===== src/rtl/mpmc10_rd_strip_collect.sv =====
// Collects one DDR read burst strip by strip and turns each accepted beat into an
// aligned cache write; signals completion with done or an idle timeout with err.
module mpmc10_rd_strip_collect #(
    parameter int WID   = 256,
    parameter int TOCNT = 1023
) (
    input  logic            clk,
    input  logic            rst,
    input  logic            start,
    input  logic [5:0]      num_strips,
    input  logic [31:0]     addr_base,
    input  logic [WID-1:0]  rd_data,
    input  logic            rd_valid,
    output logic [5:0]      strip_cnt,
    output logic            valid,
    output logic            cwr,
    output logic [31:0]     cwr_adr,
    output logic [WID-1:0]  cwr_dat,
    output logic            busy,
    output logic            done,
    output logic            err
);

    localparam int AL = (WID == 128) ? 4 : 5;
    localparam int TW = (TOCNT < 2) ? 1 : $clog2(TOCNT + 1);

    generate
        if (WID != 256 && WID != 128) begin : g_bad_wid
            $error("mpmc10_rd_strip_collect: WID must be 256 or 128");
        end
        if (TOCNT < 1) begin : g_bad_tocnt
            $error("mpmc10_rd_strip_collect: TOCNT must be at least 1");
        end
    endgenerate

    typedef enum logic [1:0] {
        ST_IDLE    = 2'd0,
        ST_COLLECT = 2'd1,
        ST_DONE    = 2'd2
    } state_t;

    state_t          state_reg, state_next;
    logic [31:0]     base_reg, base_next;
    logic [5:0]      nstr_reg, nstr_next;
    logic [5:0]      cnt_reg, cnt_next;
    logic [TW-1:0]   idle_reg, idle_next;
    logic            valid_reg, valid_next;
    logic            cwr_reg, cwr_next;
    logic [31:0]     adr_reg, adr_next;
    logic [WID-1:0]  dat_reg, dat_next;
    logic            done_reg, done_next;
    logic            err_reg, err_next;

    always_comb begin
        state_next = state_reg;
        base_next  = base_reg;
        nstr_next  = nstr_reg;
        cnt_next   = cnt_reg;
        idle_next  = idle_reg;
        valid_next = 1'b0;
        cwr_next   = 1'b0;
        adr_next   = adr_reg;
        dat_next   = dat_reg;
        done_next  = 1'b0;
        err_next   = 1'b0;

        case (state_reg)
            ST_IDLE: begin
                // A beat arriving together with start is not part of the burst.
                if (start) begin
                    base_next  = {addr_base[31:AL], {AL{1'b0}}};
                    nstr_next  = num_strips;
                    cnt_next   = 6'd0;
                    idle_next  = '0;
                    state_next = ST_COLLECT;
                end
            end
            ST_COLLECT: begin
                if (rd_valid) begin
                    cwr_next   = 1'b1;
                    valid_next = 1'b1;
                    dat_next   = rd_data;
                    adr_next   = base_reg + (32'(cnt_reg) << AL);
                    idle_next  = '0;
                    if (cnt_reg == nstr_reg) begin
                        done_next  = 1'b1;
                        state_next = ST_DONE;
                    end else begin
                        cnt_next = cnt_reg + 6'd1;
                    end
                end else if (idle_reg == TW'(TOCNT - 1)) begin
                    err_next   = 1'b1;
                    cnt_next   = 6'd0;
                    idle_next  = '0;
                    state_next = ST_IDLE;
                end else begin
                    idle_next = idle_reg + TW'(1);
                end
            end
            ST_DONE: begin
                state_next = ST_IDLE;
            end
            default: begin
                state_next = ST_IDLE;
            end
        endcase
    end

    always_ff @(posedge clk) begin
        if (rst) begin
            state_reg <= ST_IDLE;
            base_reg  <= '0;
            nstr_reg  <= '0;
            cnt_reg   <= '0;
            idle_reg  <= '0;
            valid_reg <= 1'b0;
            cwr_reg   <= 1'b0;
            adr_reg   <= '0;
            dat_reg   <= '0;
            done_reg  <= 1'b0;
            err_reg   <= 1'b0;
        end else begin
            state_reg <= state_next;
            base_reg  <= base_next;
            nstr_reg  <= nstr_next;
            cnt_reg   <= cnt_next;
            idle_reg  <= idle_next;
            valid_reg <= valid_next;
            cwr_reg   <= cwr_next;
            adr_reg   <= adr_next;
            dat_reg   <= dat_next;
            done_reg  <= done_next;
            err_reg   <= err_next;
        end
    end

    assign strip_cnt = cnt_reg;
    assign valid     = valid_reg;
    assign cwr       = cwr_reg;
    assign cwr_adr   = adr_reg;
    assign cwr_dat   = dat_reg;
    assign busy      = (state_reg == ST_COLLECT);
    assign done      = done_reg;
    assign err       = err_reg;

endmodule


===== config.mk =====
export PLATFORM = sky130hd
export DESIGN_NAME = mpmc10_rd_strip_collect
export DESIGN_NICKNAME = d
export VERILOG_FILES = /design/src/rtl/mpmc10_rd_strip_collect.sv
export SDC_FILE = /design/constraint.sdc
export NUM_CORES = 1
export LEC_CHECK = 0
export CORE_AREA = 2 2 230 232
export DETAILED_ROUTE_END_ITERATION = 16
export DIE_AREA = 0 0 232 234
export GPL_ROUTABILITY_DRIVEN = 1
export PLACE_DENSITY_LB_ADDON = 0.3
export SYNTH_ARGS = -nofsm -noshare
export SYNTH_HDL_FRONTEND = slang
export SYNTH_SLANG_ARGS = --single-unit
export TNS_END_PERCENT = 100

===== constraint.sdc =====
create_clock -name clk -period 2.2 [get_ports clk]
set_input_delay 0.44 -clock clk [delete_from_list [all_inputs] [get_ports clk]]
set_output_delay 0.44 -clock clk [all_outputs]
set_load 0.02 [all_outputs]

==> Flow_metrics.wiki <==
{| class="wikitable"
! Metric !! Value
|-
| Area share of the leading cell type in the synthesized netlist || a little over half
|-
| Area of the multi-input gates || 0.005371 mm²
|-
| Outcome || finished clean
|-
| Critical Path Start || base_reg[5]
|-
| Critical path capture point || cwr_adr[25]
|-
| Most frequent cells in the layout || nand2_1, clkdlybuf4s50_1, dfxtp_1, a21oi_1, buf_4
|-
| Number of antenna violations at the first check in global routing || 1
|-
| Total via count in the routed design || 12740
|-
| Reg-to-Reg End || cwr_adr[25]
|-
| Static leakage power || around 7.3 nW
|-
| Total wire length || roughly 46000 µm
|-
| Number of rows created at floorplan || 84
|-
| Average cell area after synthesis || 7.952 µm²
|-
| GRT Overall Usage || between 10% and 20%
|-
| Clock Skews || ~0.012 ns
|-
| Worst vdd ir || between 500 and 600 µV
|-
| Cell area after technology mapping || approximately 0.013 mm²
|-
| Share of cells above drive strength 1 || 7.296%
|-
| Number of I/O port buffers || around 590
|-
| Post-synth ARST share || 0%
|-
| CP Data Required Time || roughly 2.7 ns
|-
| First-pass GRT wire length || roughly 70000 µm
|-
| Distinct cells, synth || 55
|-
| Number of cells traversed by the worst register-to-register path || 8
|-
| Max Buffers Root-to-Sink || 3
|-
| Register bit total from synthesis || between 300 and 400
|-
| Starting Density || ~24%
|-
| CTS Sinks || ~340
|-
| Die area || approximately 0.054 mm²
|-
| Average wire per standard cell || between 15 and 20 µm
|-
| Number of enable flip-flop cells after synthesis || 0
|-
| Type of origin of the critical path || register
|-
| Slack of the worst reg-to-reg path || 0.03 ns
|-
| Post-synthesis cell count || about 1600
|-
| Worst path slowest cell || or4_4
|-
| Clock edge transition at the registers on the reported setup and hold paths || around 0.060 ns
|-
| H-tree lvl count || 2
|-
| Pwr per Cell Area || between 700 and 800 mW/mm²
|-
| Clock period minus final worst setup slack || roughly 2.2 ns
|-
| Leading cell type in the layout, fill and taps excluded || nand2_1
|-
| Ranking of synthesized cells by area || dfxtp_1, nand2_1, a21oi_1
|-
| Kind of end point of the critical path || register
|-
| Number of failing hold endpoints at the final stage || 0
|-
| Max-slew violation total from the final report || 0
|-
| Hold_buf cts || 0
|-
| Cell type with the largest total area after synthesis || dfxtp_1
|-
| CP Cell Sequence || ha_4 -> inv_2 -> fa_2 -> and2b_2 -> o21ai_4 -> a21o_4 -> or4_4 -> a311oi_2
|-
| Share of synthesized area occupied by flip-flops and latches || between 50% and 60%
|-
| Drt initial violations || around 560
|-
| Hold Path Class || input pin to register
|-
| Critical path data arrival time || around 2.6 ns
|-
| Setup repair after global routing missed its margin || yes
|-
| Final core utilization || 40.32%
|-
| Remaining global-route overflow || 0
|-
| Clock latency at the later pin of the worst-skew pair || approximately 0.54 ns
|-
| Final GP Congestion || 0.8497
|-
| First-pass detailed-route iteration total || 5
|-
| Net total in the final layout || ~2500
|-
| Share of the clock period used by the worst path after layout || 98.59%
|-
| Total DRC errors in the routed layout || 0
|-
| Leading register cell type out of synthesis || dfxtp_1
|-
| Total area of sequential cells || about 0.0068 mm²
|-
| Number of synthesis warnings || 0
|-
| Ratio of routed vias to standard cells || ~4.4
|-
| Max reg flops || approximately 260
|-
| Max cap viols || 0
|-
| Biggest fanout along the worst timing path || 6
|-
| Transition time of the tightest slew-check pin || roughly 0.53 ns
|-
| Area growth syn-to-layout || 66.76%
|-
| Critical path type || register to register
|-
| Final-layout worst hold slack || about 0.30 ns
|-
| Vert. Die Dim || around 230 µm
|-
| Total clock buffers created by CTS || 39
|-
| Number of nets with antenna violations after routing || 0
|-
| Root buffer cell || clkbuf_16
|-
| Number of top-level design ports || between 500 and 600
|-
| Total Neg Setup Slack || 0 ns
|-
| Filler Cell Count || 5248
|-
| Chip width || around 230 µm
|-
| Setup Viol. Count Final || 0
|-
| Vias in the first global route || roughly 12000
|-
| CTS tree || done
|-
| CP max stage delay || approximately 0.48 ns
|-
| Launch instance of the worst register-to-register path || base_reg[5]
|-
| Worst relative slew slack || 64.70%
|-
| DP Wirelength || about 34000 µm
|-
| Core box area || about 0.052 mm²
|-
| Count of inserted antenna diode cells || 0
|-
| Maximum number of pins on one net before global-route repair || 89
|-
| Fmax || around 460 MHz
|}
-- stage by stage --
stage / cell area (µm²) / power, W / setup WS [ns] / cells
after floorplan: 12620 / 0.007721 / -0.01300 / 1586
after global placement: 19610 / 0.009140 / -0.03744 / 2810
after detailed placement: 19610 / 0.009164 / -0.05210 / 2810
after CTS: 20920 / 0.01581 / -0.006960 / 2880
after global routing: 20980 / 0.01625 / -0.07178 / 2881
final: 20980 / 0.01559 / 0.03099 / 2881
-- worst max-delay path, delay by kind of cell (launching register included) --
kind | cells | cell delay, ns
buf+inv | 1 | 0.03
compound gates | 3 | 0.50
simple gates | 2 | 0.73
fa+ha+maj | 2 | 0.47
flops | 1 | 0.35
-- kinds of logic (layout without fill, tap and decap cells) --
group / Yosys count / count (layout) / synth area share [%]
xor+xnor: 29 / 29 / 2.019
buf+inv: 129 / 736 / 4.436
compound gates: 359 / 359 / 15.72
other cells: 1 / 5 / 0.02981
mux: 4 / 4 / 0.3183
flops: 337 / 337 / 53.63
fa+ha+maj: 10 / 10 / 1.054
simple gates: 713 / 713 / 22.80
-- layer usage --
| layer | global-route usage (%) | part of all wire (%) | vias to the layer above |
|---|---|---|---|
| li1 | - | - | 6341 |
| met1 | 17.77 | 39 | 5914 |
| met2 | 28.13 | 50 | 414 |
| met3 | 6.201 | 8.9 | 67 |
| met4 | 4.848 | 2.5 | 2 |
| met5 | 0 | 0.024 | - |
-- final cells by class --
type | count | share of cell area, %
Inverter | 12 | 0.2147
Multi-Input combinational cell | 1120 | 25.61
Clock buffer | 56 | 5.636
Tap cell | 688 | 4.104
Sequential cell | 337 | 32.19
Clock inverter | 14 | 0.5845
Timing Repair Buffer | 654 | 31.67
-- worst min path at each step --
stage / start / endpoint / slack, ns / depth (start not counted)
after floorplan: base_reg[10] / base_reg[10] / 0.44 / 2
after CTS: rst / cwr_dat[230] / 0.28 / 2
after detailed placement: cwr_dat[195] / cwr_dat[195] / 0.45 / 2
final: rst / base_reg[9] / 0.30 / 2
after global routing: rst / cwr_dat[252] / 0.32 / 2
after global placement: cwr_dat[217] / cwr_dat[217] / 0.44 / 2
-- timing repair --
item | 4_1_cts | 5_1_grt
endpoints found under the setup margin | 3 | 12
buffers inserted | 0 | 1
gates resized for setup | 3 | 7
pin swaps | 0 | 1
-- synthesized netlist by cell type (3+ instances only) --
| cell type | number |
|---|---|
| a211oi_1 | 20 |
| a21boi_0 | 4 |
| a21o_1 | 3 |
| a21oi_1 | 303 |
| a311oi_1 | 4 |
| and4_1 | 3 |
| buf_4 | 6 |
| clkbuf_1 | 102 |
| clkbuf_8 | 4 |
| dfxtp_1 | 337 |
| ha_1 | 9 |
| inv_1 | 12 |
| mux2i_1 | 4 |
| nand2_1 | 600 |
| nand2b_1 | 4 |
| nand3_1 | 12 |
| nand3b_1 | 4 |
| nand4_1 | 13 |
| nor2_1 | 38 |
| nor3_1 | 10 |
| nor3b_1 | 4 |
| nor4_1 | 6 |
| o21ai_0 | 8 |
| o31ai_1 | 4 |
| or3_1 | 3 |
| or4_1 | 4 |
| xnor2_1 | 19 |
| xor2_1 | 10 |
-- power breakdown --
group,internal (W),switching (W),leakage [nW],total [W]
combinational,0.00124,0.00120,3.95,0.00244
clock,0.00396,0.00261,0.654,0.00658
sequential,0.00640,0.000175,2.74,0.00658
Note: power is estimated with default switching activity, not from simulation.
==> RTL change: new RTL, same flow settings <==
Set the parameter `TOCNT` to 511 (it was 1023).
--- a/src/rtl/mpmc10_rd_strip_collect.sv
+++ b/src/rtl/mpmc10_rd_strip_collect.sv
@@ -3,5 +3,5 @@
 module mpmc10_rd_strip_collect #(
     parameter int WID   = 256,
-    parameter int TOCNT = 1023
+    parameter int TOCNT = 511
 ) (
     input  logic            clk,
Check against the original RTL: no difference found for any inputs over 4 cycles, from zero or initial values and one cycle with rst high; that may be too few to reach the edited logic, so the function may still have changed.
==> RTL change against the original RTL <==
Via count is 1.1% lower. Clock power shrank 7.1%. Sequential cell count fell by 1. Worst setup slack better by 0.065 ns. Total power decreased by 4.0%. Clock skew grew 0.0023 ns. Synthesized area is 0.87% lower. Routed wire length decreased by 2.1%. Count of clock-buffer cells in the layout down 1. Cell area down 1.4%. Critical endpoint is now strip_cnt[1]. Largest power group unchanged. Highest routed layer is now met4.
==> RTL change: results (changes against the original RTL) <==
stage	metric	value	unit	change
cells_and_area	largest_register_ffs	256		unchanged
power	p_int	11.1	mW	was 11.6 mW
critical_path	cp_data_arrival_time	1.66	ns	was 2.63 ns
cells_and_area	nNetsFinal	2451		was 2,472
hold_path	hp-class	input pin to flip-flop		unchanged
placed_design	dp_slack	0.0569	ns	was -0.0521 ns
synthesis	synth.top_cells.by_count	609 x nand2_1, 336 x dfxtp_1, 319 x a21oi_1, 90 x clkbuf_1, 26 x xnor2_1		was 600 x nand2_1, 337 x dfxtp_1, 303 x a21oi_1, 102 x clkbuf_1, 38 x nor2_1
clock_network	cts_htree_levels	2		unchanged
global_route	grt_max_degree	80		was 89
synthesis	yosys_most_used_dff	dfxtp_1		unchanged
clock_network	clk_latency	0.54	ns	about the same
clock_network	cts-root-buf	clkbuf_16		unchanged
synthesis	async_flop_share	0	%	unchanged
routing	first_pass_iters	5		unchanged
global_route	track_usage	15.7	%	was 16.0%
synthesis	synth.top_cells.by_area	dfxtp_1 54%, nand2_1 18%, a21oi_1 13%		was dfxtp_1 54%, nand2_1 18%, a21oi_1 12%
placed_design	gp_congestion	0.796		was 0.850
critical_path	crit_slowest_cell	clkdlybuf4s50_1		was or4_4
routing	wl_per_cell	15.8	um	was 16.0 um
global_route	grt_pass1_vias	12100		was 12,300
global_route	antenna_found_initial	0		was 1
clock_network	cts_max_path_buffers	3		unchanged
clock_network	clk_pin_slew	0.06	ns	about the same
placed_design	hpwlAfterDp	33100	um	was 34,300 um
routing	vias	12600		was 12,700
cells_and_area	fillers	5290		was 5,248
critical_path	critical-path-top-delay-family	buffers and inverters		was simple AND/OR/NAND/NOR gates
synthesis	seq_area_frac_synth	53.9	%	was 53.6%
status	outcome	complete, no violations		unchanged
critical_path	cp_max_fo	7		was 6
power	p_leak	7.25	nW	was 7.35 nW
sta	skew	0.0139	ns	was 0.0115 ns
routing	drt_iter0_drc	412		was 556
placed_design	port_buffers	586		unchanged
synthesis	yosysWarnings	0		unchanged
synthesis	synth.distinct_cells	55		unchanged
power	vdd_drop_max	0.000536	V	was 0.000525 V
flow_run	drv_cap	0		unchanged
global_route	grt_pass1_wl	67500	um	was 68,600 um
clock_network	numCtsBuffers	38		was 39
critical_path	cp_slowest_stage_delay	0.63	ns	was 0.48 ns
cells_and_area	layout-drive-gt1-share	6.37	%	was 7.30%
sta	slew_headroom	63.1	%	was 64.7%
-- RTL change: cell types whose count changed after synthesis, sizes merged, moves of 7 or more --
cell,delta
nor2,-22
clkbuf,-17
a21oi,+16
buf,+16
a211oi,-14
o21ai,+14
nand2,+9
xnor2,+7
-- RTL change: worst paths after layout --
kind                      from           end  slack (ns)  cells past startpoint
setup / recovery  strip_cnt[1]  strip_cnt[1]         0.1                      2
hold / removal             rst  cwr_dat[149]        0.23                      2
setup reg to reg   base_reg[5]   cwr_adr[31]         0.1                      9
hold reg to reg   cwr_dat[121]  cwr_dat[121]        0.45                      2
-- RTL change: area by class of cell --
cell class | instances | share of cell area (%)
timing repair buffer | 643 | 31.7
sequential | 336 | 32.5
clock inverter | 10 | 0.254
clock buffer | 55 | 5.51
inverter | 9 | 0.163
tap | 688 | 4.16
antenna | 1 | 0.0121
multi-input combinational | 1115 | 25.7
-- RTL change: routing by layer --
metal  vias to the layer above  GRT usage [%]  wire length [um]
li1                       6279              -                 -
met1                      5827           18.0             17900
met2                       423           27.7             22400
met3                        67           4.97              3620
met4                         0           5.09              1220
met5                         -              0                 0
-- RTL change: cells by family after synthesis --
kind of cell	synth area share [%]
adder cells (fa/ha/maj)	1.06
XOR/XNOR	2.25
flip-flops	53.9
AO/OA/AOI/OAI	16.4
buffers and inverters	4.09
multiplexers	0.0803
AND/OR/NAND/NOR	22.2
other	0.0301
-- RTL change: worst reg2reg max path, cell delays in order (launching register included) --
cell	delay (ns)
dfxtp_1	0.33
ha_1	0.18
inv_1	0.06
fa_1	0.38
nor2b_2	0.17
o211ai_2	0.11
buf_12	0.17
a2111oi_2	0.33
xnor2_1	0.16
a21oi_1	0.08
-- RTL change: repair_timing --
action,4_1_cts,5_1_grt
endpoints found under the hold margin,0,0
setup endpoints to repair,1,12
buffers inserted,0,1
gates resized for setup,1,8
-- RTL change: power by group through the flow --
stage                     combinational [mW]  sequential [mW]  clock, mW
final                                   2.31             6.54       6.11
after detailed placement                2.33             6.67          0
after floorplan                        0.697             6.94          0
after global placement                  2.31             6.66          0
after global routing                    2.50             6.57       6.56
after CTS                               2.34             6.54       6.34
-- RTL change: metrics by stage --
stage,util [%],cell area [um2],instances,hold WS (ns)
after global placement,37.3,19400,2790,0.441
final,39.7,20700,2857,0.230
after floorplan,-,12500,1576,0.440
after detailed placement,37.3,19400,2790,0.446
after global routing,39.7,20700,2856,0.217
after CTS,39.6,20600,2855,0.195
